==> src/rtl/gd_job_sequencer_if.sv <==
// gd_job_sequencer_if: job, engine and result signals of the gradient-descent job sequencer.
// master: the sequencer itself (accepts jobs, drives the engine, presents results).
// slave:  the surrounding environment (job source, engine and result sink).
interface gd_job_sequencer_if #(
  parameter int unsigned N = 16
) ();
  // Job submission
  logic         job_valid;
  logic         job_ready;
  logic [N-1:0] job_x;
  logic [N-1:0] job_alpha;
  logic [N-1:0] job_a;
  logic [N-1:0] job_b;

  // Engine start/ready
  logic         eng_start;
  logic [N-1:0] eng_x;
  logic [N-1:0] eng_alpha;
  logic [N-1:0] eng_a;
  logic [N-1:0] eng_b;
  logic         eng_ready;
  logic [N-1:0] eng_x_next;

  // Result return
  logic         res_valid;
  logic         res_ready;
  logic [N-1:0] res_x;
  logic [7:0]   res_tag;
  logic         res_err;

  logic         busy;

  modport master (
    input  job_valid, job_x, job_alpha, job_a, job_b,
    output job_ready,
    output eng_start, eng_x, eng_alpha, eng_a, eng_b,
    input  eng_ready, eng_x_next,
    output res_valid, res_x, res_tag, res_err,
    input  res_ready,
    output busy
  );

  modport slave (
    output job_valid, job_x, job_alpha, job_a, job_b,
    input  job_ready,
    input  eng_start, eng_x, eng_alpha, eng_a, eng_b,
    output eng_ready, eng_x_next,
    input  res_valid, res_x, res_tag, res_err,
    output res_ready,
    input  busy
  );
endinterface

==> src/rtl/gd_job_sequencer.sv <==
// gd_job_sequencer: queues gradient-descent jobs in a DEPTH-entry FIFO, issues them one at a
// time to an external engine over a start/ready handshake and returns results in issue order.
// Optional feature: define GDS_TIMEOUT_EN to add an engine watchdog of TIMEOUT WAIT cycles.
module gd_job_sequencer #(
  parameter int unsigned N       = 16,
  parameter int unsigned M       = 8,
  parameter int unsigned DEPTH   = 4,
  parameter int unsigned TIMEOUT = 64
) (
  input  logic               clk,
  input  logic               rst,
  gd_job_sequencer_if.master bus
);

  localparam int unsigned PtrW = (DEPTH > 1) ? $clog2(DEPTH) : 1;
  localparam logic [PtrW:0] PtrOne = 1;

  // M is a format annotation only; it and the other parameters are sanity-checked here.
  if ((M >= N) || (DEPTH < 2) || ((DEPTH & (DEPTH - 1)) != 0) || (TIMEOUT < 1))
  begin : g_param_check
    $error("gd_job_sequencer: invalid parameter set");
  end

  typedef enum logic [1:0] {StIdle, StIssue, StWait, StResult} state_e;

  state_e r_state;
  state_e w_next_state;

  logic [N-1:0] r_fifo_x     [DEPTH];
  logic [N-1:0] r_fifo_alpha [DEPTH];
  logic [N-1:0] r_fifo_a     [DEPTH];
  logic [N-1:0] r_fifo_b     [DEPTH];
  logic [7:0]   r_fifo_tag   [DEPTH];

  logic [PtrW:0]   r_wptr;
  logic [PtrW:0]   r_rptr;
  logic [PtrW-1:0] w_widx;
  logic [PtrW-1:0] w_ridx;
  logic            w_empty;
  logic            w_full;
  logic            w_push;
  logic            w_pop;
  logic            w_qualify;
  logic            w_timeout;

  logic [7:0]   r_tag;
  logic [N-1:0] r_eng_x;
  logic [N-1:0] r_eng_alpha;
  logic [N-1:0] r_eng_a;
  logic [N-1:0] r_eng_b;
  logic         r_wait_first;
  logic [N-1:0] r_res_x;
  logic [7:0]   r_res_tag;

  assign w_widx  = r_wptr[PtrW-1:0];
  assign w_ridx  = r_rptr[PtrW-1:0];
  assign w_empty = (r_wptr == r_rptr);
  assign w_full  = (r_wptr[PtrW] != r_rptr[PtrW]) && (w_widx == w_ridx);
  // Fullness is judged before any same-cycle pop, so a full FIFO always refuses.
  assign w_push  = bus.job_valid && !w_full;
  // A done level seen in ISSUE or the first WAIT cycle may belong to the previous job.
  assign w_qualify = (r_state == StWait) && bus.eng_ready && !r_wait_first;
  assign w_pop     = w_qualify || w_timeout;

`ifdef GDS_TIMEOUT_EN
  localparam int unsigned TmoW = $clog2(TIMEOUT + 1);

  logic [TmoW-1:0] r_tmo_cnt;
  logic            r_res_err;

  assign w_timeout = (r_state == StWait) && !w_qualify && (r_tmo_cnt == TmoW'(TIMEOUT - 1));

  // Count WAIT cycles of the in-flight job; cleared while issuing it.
  always_ff @(posedge clk) begin
    if (rst) begin
      r_tmo_cnt <= '0;
    end else if (r_state == StIssue) begin
      r_tmo_cnt <= '0;
    end else if (r_state == StWait) begin
      r_tmo_cnt <= r_tmo_cnt + TmoW'(1);
    end
  end

  // Error flag of the presented result: set only when the watchdog fired.
  always_ff @(posedge clk) begin
    if (rst) begin
      r_res_err <= 1'b0;
    end else if (w_qualify) begin
      r_res_err <= 1'b0;
    end else if (w_timeout) begin
      r_res_err <= 1'b1;
    end
  end
`else
  logic r_res_err;

  assign w_timeout = 1'b0;
  assign r_res_err = 1'b0;
`endif

  // FSM state register.
  always_ff @(posedge clk) begin
    if (rst) begin
      r_state <= StIdle;
    end else begin
      r_state <= w_next_state;
    end
  end

  // FSM next-state logic.
  always_comb begin
    w_next_state = r_state;
    unique case (r_state)
      StIdle:   if (!w_empty) w_next_state = StIssue;
      StIssue:  w_next_state = StWait;
      StWait:   if (w_pop) w_next_state = StResult;
      StResult: if (bus.res_ready) w_next_state = StIdle;
      default:  w_next_state = StIdle;
    endcase
  end

  // FSM and FIFO status outputs.
  always_comb begin
    bus.job_ready = !w_full;
    bus.eng_start = (r_state == StIssue);
    bus.res_valid = (r_state == StResult);
    bus.busy      = !w_empty || (r_state != StIdle);
  end

  assign bus.eng_x     = r_eng_x;
  assign bus.eng_alpha = r_eng_alpha;
  assign bus.eng_a     = r_eng_a;
  assign bus.eng_b     = r_eng_b;
  assign bus.res_x     = r_res_x;
  assign bus.res_tag   = r_res_tag;
  assign bus.res_err   = r_res_err;

  // Job storage; contents need no reset since occupancy lives in the pointers.
  always_ff @(posedge clk) begin
    if (w_push) begin
      r_fifo_x[w_widx]     <= bus.job_x;
      r_fifo_alpha[w_widx] <= bus.job_alpha;
      r_fifo_a[w_widx]     <= bus.job_a;
      r_fifo_b[w_widx]     <= bus.job_b;
      r_fifo_tag[w_widx]   <= r_tag;
    end
  end

  // FIFO pointers and the per-accept tag counter.
  always_ff @(posedge clk) begin
    if (rst) begin
      r_wptr <= '0;
      r_rptr <= '0;
      r_tag  <= 8'd0;
    end else begin
      if (w_push) begin
        r_wptr <= r_wptr + PtrOne;
        r_tag  <= r_tag + 8'd1;
      end
      if (w_pop) begin
        r_rptr <= r_rptr + PtrOne;
      end
    end
  end

  // Latch the head job as engine operands on the IDLE->ISSUE transition.
  always_ff @(posedge clk) begin
    if (rst) begin
      r_eng_x     <= '0;
      r_eng_alpha <= '0;
      r_eng_a     <= '0;
      r_eng_b     <= '0;
    end else if ((r_state == StIdle) && !w_empty) begin
      r_eng_x     <= r_fifo_x[w_ridx];
      r_eng_alpha <= r_fifo_alpha[w_ridx];
      r_eng_a     <= r_fifo_a[w_ridx];
      r_eng_b     <= r_fifo_b[w_ridx];
    end
  end

  // Marks the first WAIT cycle, during which eng_ready is masked.
  always_ff @(posedge clk) begin
    if (rst) begin
      r_wait_first <= 1'b0;
    end else begin
      r_wait_first <= (r_state == StIssue);
    end
  end

  // Capture the result and head tag as the head job leaves WAIT.
  always_ff @(posedge clk) begin
    if (rst) begin
      r_res_x   <= '0;
      r_res_tag <= 8'd0;
    end else if (w_qualify) begin
      r_res_x   <= bus.eng_x_next;
      r_res_tag <= r_fifo_tag[w_ridx];
    end else if (w_timeout) begin
      r_res_x   <= r_fifo_x[w_ridx];
      r_res_tag <= r_fifo_tag[w_ridx];
    end
  end

endmodule

==> src/flat_wrapper.sv <==
// flat-port wrapper written by rule: the top's interface ports become plain ports
module gd_job_sequencer_flat 
#(
  parameter int unsigned N       = 16,
  parameter int unsigned M       = 8,
  parameter int unsigned DEPTH   = 4,
  parameter int unsigned TIMEOUT = 64
)
  (clk, rst, bus_job_valid, bus_job_x, bus_job_alpha, bus_job_a, bus_job_b, bus_job_ready, bus_eng_start, bus_eng_x, bus_eng_alpha, bus_eng_a, bus_eng_b, bus_eng_ready, bus_eng_x_next, bus_res_valid, bus_res_x, bus_res_tag, bus_res_err, bus_res_ready, bus_busy);
  gd_job_sequencer_if #(.N(N)) bus_i ();
  input  logic clk;
  input  logic rst;
  input wire logic [$bits(bus_i.job_valid)-1:0] bus_job_valid;
  input wire logic [$bits(bus_i.job_x)-1:0] bus_job_x;
  input wire logic [$bits(bus_i.job_alpha)-1:0] bus_job_alpha;
  input wire logic [$bits(bus_i.job_a)-1:0] bus_job_a;
  input wire logic [$bits(bus_i.job_b)-1:0] bus_job_b;
  output wire logic [$bits(bus_i.job_ready)-1:0] bus_job_ready;
  output wire logic [$bits(bus_i.eng_start)-1:0] bus_eng_start;
  output wire logic [$bits(bus_i.eng_x)-1:0] bus_eng_x;
  output wire logic [$bits(bus_i.eng_alpha)-1:0] bus_eng_alpha;
  output wire logic [$bits(bus_i.eng_a)-1:0] bus_eng_a;
  output wire logic [$bits(bus_i.eng_b)-1:0] bus_eng_b;
  input wire logic [$bits(bus_i.eng_ready)-1:0] bus_eng_ready;
  input wire logic [$bits(bus_i.eng_x_next)-1:0] bus_eng_x_next;
  output wire logic [$bits(bus_i.res_valid)-1:0] bus_res_valid;
  output wire logic [$bits(bus_i.res_x)-1:0] bus_res_x;
  output wire logic [$bits(bus_i.res_tag)-1:0] bus_res_tag;
  output wire logic [$bits(bus_i.res_err)-1:0] bus_res_err;
  input wire logic [$bits(bus_i.res_ready)-1:0] bus_res_ready;
  output wire logic [$bits(bus_i.busy)-1:0] bus_busy;
  assign bus_i.job_valid = bus_job_valid;
  assign bus_i.job_x = bus_job_x;
  assign bus_i.job_alpha = bus_job_alpha;
  assign bus_i.job_a = bus_job_a;
  assign bus_i.job_b = bus_job_b;
  assign bus_job_ready = bus_i.job_ready;
  assign bus_eng_start = bus_i.eng_start;
  assign bus_eng_x = bus_i.eng_x;
  assign bus_eng_alpha = bus_i.eng_alpha;
  assign bus_eng_a = bus_i.eng_a;
  assign bus_eng_b = bus_i.eng_b;
  assign bus_i.eng_ready = bus_eng_ready;
  assign bus_i.eng_x_next = bus_eng_x_next;
  assign bus_res_valid = bus_i.res_valid;
  assign bus_res_x = bus_i.res_x;
  assign bus_res_tag = bus_i.res_tag;
  assign bus_res_err = bus_i.res_err;
  assign bus_i.res_ready = bus_res_ready;
  assign bus_busy = bus_i.busy;
  gd_job_sequencer #(.N(N), .M(M), .DEPTH(DEPTH), .TIMEOUT(TIMEOUT)) u_core (.clk(clk), .rst(rst), .bus(bus_i));
endmodule
==> config.mk <==
export PLATFORM = sky130hd
export DESIGN_NAME = gd_job_sequencer_flat
export DESIGN_NICKNAME = d
export VERILOG_FILES = /design/src/rtl/gd_job_sequencer_if.sv /design/src/rtl/gd_job_sequencer.sv /design/src/flat_wrapper.sv
export SDC_FILE = /design/constraint.sdc
export NUM_CORES = 1
export LEC_CHECK = 0
export CORE_UTILIZATION = 25
export CTS_BUF_LIST = sky130_fd_sc_hd__clkbuf_2
export CTS_CLUSTER_SIZE = 16
export DETAILED_ROUTE_END_ITERATION = 16
export MAX_ROUTING_LAYER = met4
export PLACE_DENSITY = 0.46
export SLEW_MARGIN = 20
export SYNTH_ARGS = -nofsm -noshare
export SYNTH_HDL_FRONTEND = slang
export SYNTH_SLANG_ARGS = --single-unit
==> constraint.sdc <==
create_clock -name clk -period 3.2 [get_ports clk]
set_clock_uncertainty 0.05 [all_clocks]
set_input_delay 0.48 -clock clk [delete_from_list [all_inputs] [get_ports clk]]
set_output_delay 0.48 -clock clk [all_outputs]
set_load 0.02 [all_outputs]
# Yosys cells after proc, flatten, opt, wreduce, memory -nomap -nowiden
# Memory sizes are Yosys's and may differ from the RTL's. A register that Yosys moved wholly into a read port is not among the register bits.
# Cells that the tools add are included.
[word_totals]
input_bits = 85
wordCells = 41
register_bits = 33
mem_count = 5
mem_bits_rw = 288
[classes]
eq_ne = 9
add_sub_neg = 3
reduce_logical = 12
mux = 6
[memory_table]
columns = ["memory", "words", "width", "rd", "rd_ports_with_merged_regs", "wr", "line", "source"]
rows = [
  ["u_core.r_fifo_a", 4, 16, 1, 1, 1, "gd_job_sequencer.sv:31", "logic [N-1:0] r_fifo_a [DEPTH];"],
  ["u_core.r_fifo_alpha", 4, 16, 1, 1, 1, "gd_job_sequencer.sv:30", "logic [N-1:0] r_fifo_alpha [DEPTH];"],
  ["u_core.r_fifo_b", 4, 16, 1, 1, 1, "gd_job_sequencer.sv:32", "logic [N-1:0] r_fifo_b [DEPTH];"],
  ["u_core.r_fifo_x", 4, 16, 1, 1, 1, "gd_job_sequencer.sv:29", "logic [N-1:0] r_fifo_x [DEPTH];"],
  ["u_core.r_fifo_tag", 4, 8, 1, 1, 1, "gd_job_sequencer.sv:33", "logic [7:0] r_fifo_tag [DEPTH];"],
]
[op_table]
columns = ["op", "n"]
rows = [
  ["adder 8 x 1 -> 8 bit, second input constant", 1],
  ["case mux 2 bit (4 select lines)", 1],
  ["adder 3 x 1 -> 3 bit, second input constant", 2],
  ["2-to-1 mux 2 bit", 3],
  ["logical AND 1 bit", 5],
  ["== test 2 bit, second input constant", 2],
  ["inequality test 2 x 1 -> 1 bit, second input constant", 2],
  ["== test 3 bit", 1],
  ["zero test 1 bit", 3],
  ["AND reduction 3 bit", 1],
  ["== test 2 x 1 -> 1 bit, second input constant", 1],
  ["== test 2 bit", 1],
  ["zero test 2 bit", 1],
  ["2-to-1 mux 1 bit", 2],
  ["inequality test 2 bit, second input constant", 1],
  ["nonzero test 2 bit", 1],
  ["logical OR 1 bit", 1],
  ["inequality test 1 bit", 1],
]

# Logic depth before layout (Yosys ltp)
[logic_depth]
depth_word = 6
ltp_mapped = 7
mapped_depth_nobuf = 6

# Worst setup path after synthesis
# No wires, ideal clock.
[synth_path]
path_kind = "reg-to-reg"
start = "register u_core.r_wptr[1]"
end = "memory u_core.r_fifo_a[2][0], enable pin"
synth_period_minus_slack_ns = 3.257
slack_ns = -0.057
t_arrival_ns = 2.769
setup_time_ns = 0.438
stages_incl_launch_ff = 5
required_time_ns = 2.712
n_path_buf = 0
path_cell_list = "dfxtp_1 > xor2_2 > nor3_2 > and2b_1 > and2_1"
[synth_between]
elab_chain_len = 6
[synth_lines]
columns = ["item", "line", "source"]
rows = [
  ["from (decl)", "gd_job_sequencer.sv:35", "logic [PtrW:0] r_wptr;"],
  ["from (signal assigned)", "gd_job_sequencer.sv:157", "r_wptr <= r_wptr + PtrOne;"],
  ["== test 2 bit", "gd_job_sequencer.sv:58", "assign w_full = (r_wptr[PtrW] != r_rptr[PtrW]) && (w_widx == w_ridx);"],
  ["logical AND 1 bit", "gd_job_sequencer.sv:58", ""],
  ["zero test 1 bit", "gd_job_sequencer.sv:60", "assign w_push = bus.job_valid && !w_full;"],
  ["logical AND 1 bit", "gd_job_sequencer.sv:60", ""],
  ["2-to-1 mux 1 bit", "gd_job_sequencer.sv:140", "if (w_push) begin"],
  ["2-to-1 mux 1 bit (not written as such)", "gd_job_sequencer.sv:143", "r_fifo_a[w_widx] <= bus.job_a;"],
  ["to (decl)", "gd_job_sequencer.sv:31", ""],
]
# Several ways; a longest one is shown, not always the timed one.

# Worst setup path in the final report
[layout_path]
start = "register u_core.r_rptr[1]"
end = "output port bus_busy"
[layout_between]
elab_chain_len = 3
[layout_lines]
columns = ["item", "line", "source"]
rows = [
  ["from (decl)", "gd_job_sequencer.sv:36", "logic [PtrW:0] r_rptr;"],
  ["from (signal assigned)", "gd_job_sequencer.sv:161", "r_rptr <= r_rptr + PtrOne;"],
  ["== test 3 bit", "gd_job_sequencer.sv:57", "assign w_empty = (r_wptr == r_rptr);"],
  ["zero test 1 bit", "--", ""],
  ["logical OR 1 bit", "gd_job_sequencer.sv:127", "bus.busy = !w_empty || (r_state != StIdle);"],
  ["to (decl)", "flat_wrapper.sv:31", "output wire logic [$bits(bus_i.busy)-1:0] bus_busy;"],
]
# Every way passes these cells.

==> metrics.md <==
| Metric | Value |
|---|---|
| Status | `completed` |
| Die area | `just under 60000 um^2` |
| Crit Path Class | `reg2out` |
| Largest family of logic cells by synthesized area | `multiplexers` |
| Drt drc | `0` |
| DP HPWL | `approximately 21000 um` |
| Num rows | `87` |
| Die Wd | `between 200 and 250 um` |
| Root buf cell | `clkbuf_2` |
| DP Worst Slack | `around 730 ps` |
| Dpl cell area | `about 17000 um^2` |
| Synth Area in Compound Gates | `3.971%` |
| Avg Synthesized Cell Area | `between 15 and 20 um^2` |
| Most frequent cells in the layout | `edfxtp_1 (288), nand2_1 (181), clkdlybuf4s50_1 (173), clkbuf_2 (161), dfxtp_1 (101)` |
| Pwr dens | `between 600 and 700 nW/um^2` |
| Total Power | `roughly 12000 uW` |
| Mux share of post-synthesis cell area | `11.62%` |
| Die height | `around 240 um` |
| Initial Util | `around a quarter` |
| Synth area leaders | `edfxtp_1 (60%), dfxtp_1 (15%), mux4_2 (11%)` |
| Synth Instances | `863` |
| Final setup fails | `0` |
| Synth area leader | `edfxtp_1` |
| Minimum clock period after layout | `2900 ps` |
| H-tree depth | `3` |
| Post-DRT Antenna Nets | `0` |
| WL final | `35530 um` |
| RSZ-0062 raised after global routing | `no` |
| Simple-Gate Fraction of Synth Area | `under 10%` |
| Commonest non-fill, non-tap cell in the layout | `edfxtp_1` |
| WL/cell | `around 17 um` |
| Initial drt markers | `about 360` |
| Total track usage | `roughly an eighth` |
| Setup ws final | `roughly 300 ps` |
| Post-Syn Area | `14300 um^2` |
| WHS | `246.9 ps` |
| Yosys reg bits | `393` |
| Worst-margin pin slew | `around 850 ps` |
| MaxCap Viol Count | `0` |
| First-pass GRT wire length | `roughly 54000 um` |
| Max VDD drop | `267.9 uV` |
| Syn nets | `~960` |
| Worst-path clk slew | `around 100 ps` |
| Largest net degree at the start of global routing | `75` |
| Max Slew Vio Count | `0` |
| Num CTS Buffers | `approximately 100` |
| Tcrit/Tclk final | `approximately nine tenths` |
| Vias per cell | `around 4.2` |
| Layout cells sized above 1 | `between 20% and 30%` |
| Detailed-route via count | `roughly 8600` |
| Nets | `roughly 1300` |
| CP Capture Type | `output port` |
| Max Clk Rate | `between 300 and 400 MHz` |
| Input/output buffers | `about 180` |
| Top fanout value on the critical path | `6` |
| Yosys top cell area share | `about three fifths` |
| Vias in the first global route | `9163` |
| Ports | `approximately 180` |
| Max Buffers Root-to-Sink | `3` |
| TritonCTS Sinks | `between 300 and 400` |
| Yosys warnings | `0` |
| Clk_lat worst skew | `1020 ps` |
| TritonCTS clock tree | `done` |
| Core area | `around 56000 um^2` |
| Post-Synth Adder-Cell Area | `0.8747%` |
| Router iterations before antenna repair | `4` |
| Initial antenna violation count | `5` |
| Fin area | `19090 um^2` |
| Post-Synth XOR/XNOR Area | `less than 1%` |
| Yosys cell types | `38` |
| Register area share after synthesis | `about three quarters` |
| Area delta synth->final | `33.42%` |
| Max transition margin | `between 40% and 50%` |
| Hold Vio Cnt, Final | `0` |
| Static Leak | `~0.0064 uW` |
| Setup crit start kind | `register` |
| Endpoint arrival time on the critical path | `approximately 2400 ps` |
| GPL Wtd Cong | `0.7052` |
| Req. time, crit path | `between 2000 and 3000 ps` |
| Hold Path Class | `in2reg` |
| Gr ovfl total | `0` |
| Setup TNS Final | `0 ps` |
-- path summary, 6_finish.rpt --
path | start | end | slack, ps | depth (start not counted)
max | u_core.r_rptr[1] | bus_busy | 300 | 4
min | bus_eng_ready | u_core.r_state[1] | 250 | 4
max reg2reg | u_core.r_state[0] | u_core.bus.res_x[2] | 780 | 7
min reg2reg | u_core.bus.eng_x[13] | u_core.bus.eng_x[13] | 410 | 2
-- synth_stat cells, drive strengths merged --
library cell and n:
xnor2 3, o31ai 4, xor2 6, and3b 1
mux4 72, inv 7, a21oi 94, nor3 3
o31a 1, a221oi 1, clkbuf 24, nand2b 3
and2b 1, o21ai 3, nor2 9, conb 1
and2 3, o311ai 1, or4 2, dfxtp 105
nand2 181, or3 3, nand3b 1, nand3 4
mux2i 3, o21a 1, mux2 1, ha 10
edfxtp 288, nor4 1, buf 23, nor2b 3
-- per-layer routing --
layer	wire, um	GRT usage [%]	vias up	share of wire [%]
li1	-	-	4022	-
met1	15550	15.21	4288	44
met2	17510	20.70	212	49
met3	1751	3.157	52	4.9
met4	718	5.581	0	2.0
met5	0	-	-	0
-- area by class of cell --
type | count | area [um^2]
multi-input cells | 416 | 3385
clock inverters | 28 | 161.4
diodes | 5 | 12.51
clock buffers | 161 | 805.8
well taps | 756 | 945.9
fillers | 5538 | 37410
repair buffers | 298 | 2988
flip-flops and latches | 393 | 10760
inverters | 7 | 27.53
-- sequential cells by signal, summed over array words and instances (netlist names), 8 cells and up --
register / count
u_core.r_fifo_alpha: 64
u_core.bus.res_tag: 8
u_core.r_fifo_b: 64
u_core.r_fifo_tag: 32
u_core.bus.eng_a: 16
u_core.bus.res_x: 16
u_core.bus.eng_x: 16
u_core.bus.eng_b: 16
u_core.r_tag: 8
u_core.r_fifo_a: 64
u_core.r_fifo_x: 64
u_core.bus.eng_alpha: 16
-- critical path, stage by stage, from the launching register on --
cell and delay [ps]:
dfxtp_4 380, xor2_4 210, nor3_2 270, nand2_1 140, dlygate4sd2_1 350
-- timing repair --
action	CTS	global route
resized for setup	10	0
endpoints found under the hold margin	310	0
setup endpoints to repair	2	0
setup buffers	2	0
hold buffers	96	0
-- power breakdown --
group | total [uW] | switching, uW | internal, uW | leakage (uW)
sequential | 6110 | 205 | 5910 | 0.00350
combinational | 2630 | 1480 | 1150 | 0.00214
clock | 3520 | 2030 | 1490 | 0.000748
-- logic make-up after synthesis --
logic type / count (synthesis)
AOI/OAI and AO/OA: 105
xor gates and xnor gates: 9
adders and majority gates: 10
buffers and inverters: 54
DFF: 393
muxes: 76
other: 1
and+or+nand+nor: 215
-- per-stage QoR --
stage / utilization, % / instances
floorplan: - / 863
global placement: 30.24 / 1772
detailed placement: 30.24 / 1772
CTS: 33.76 / 2059
global route: 33.78 / 2064
finish: 33.78 / 2064
Power figures use the tool's default switching activity.
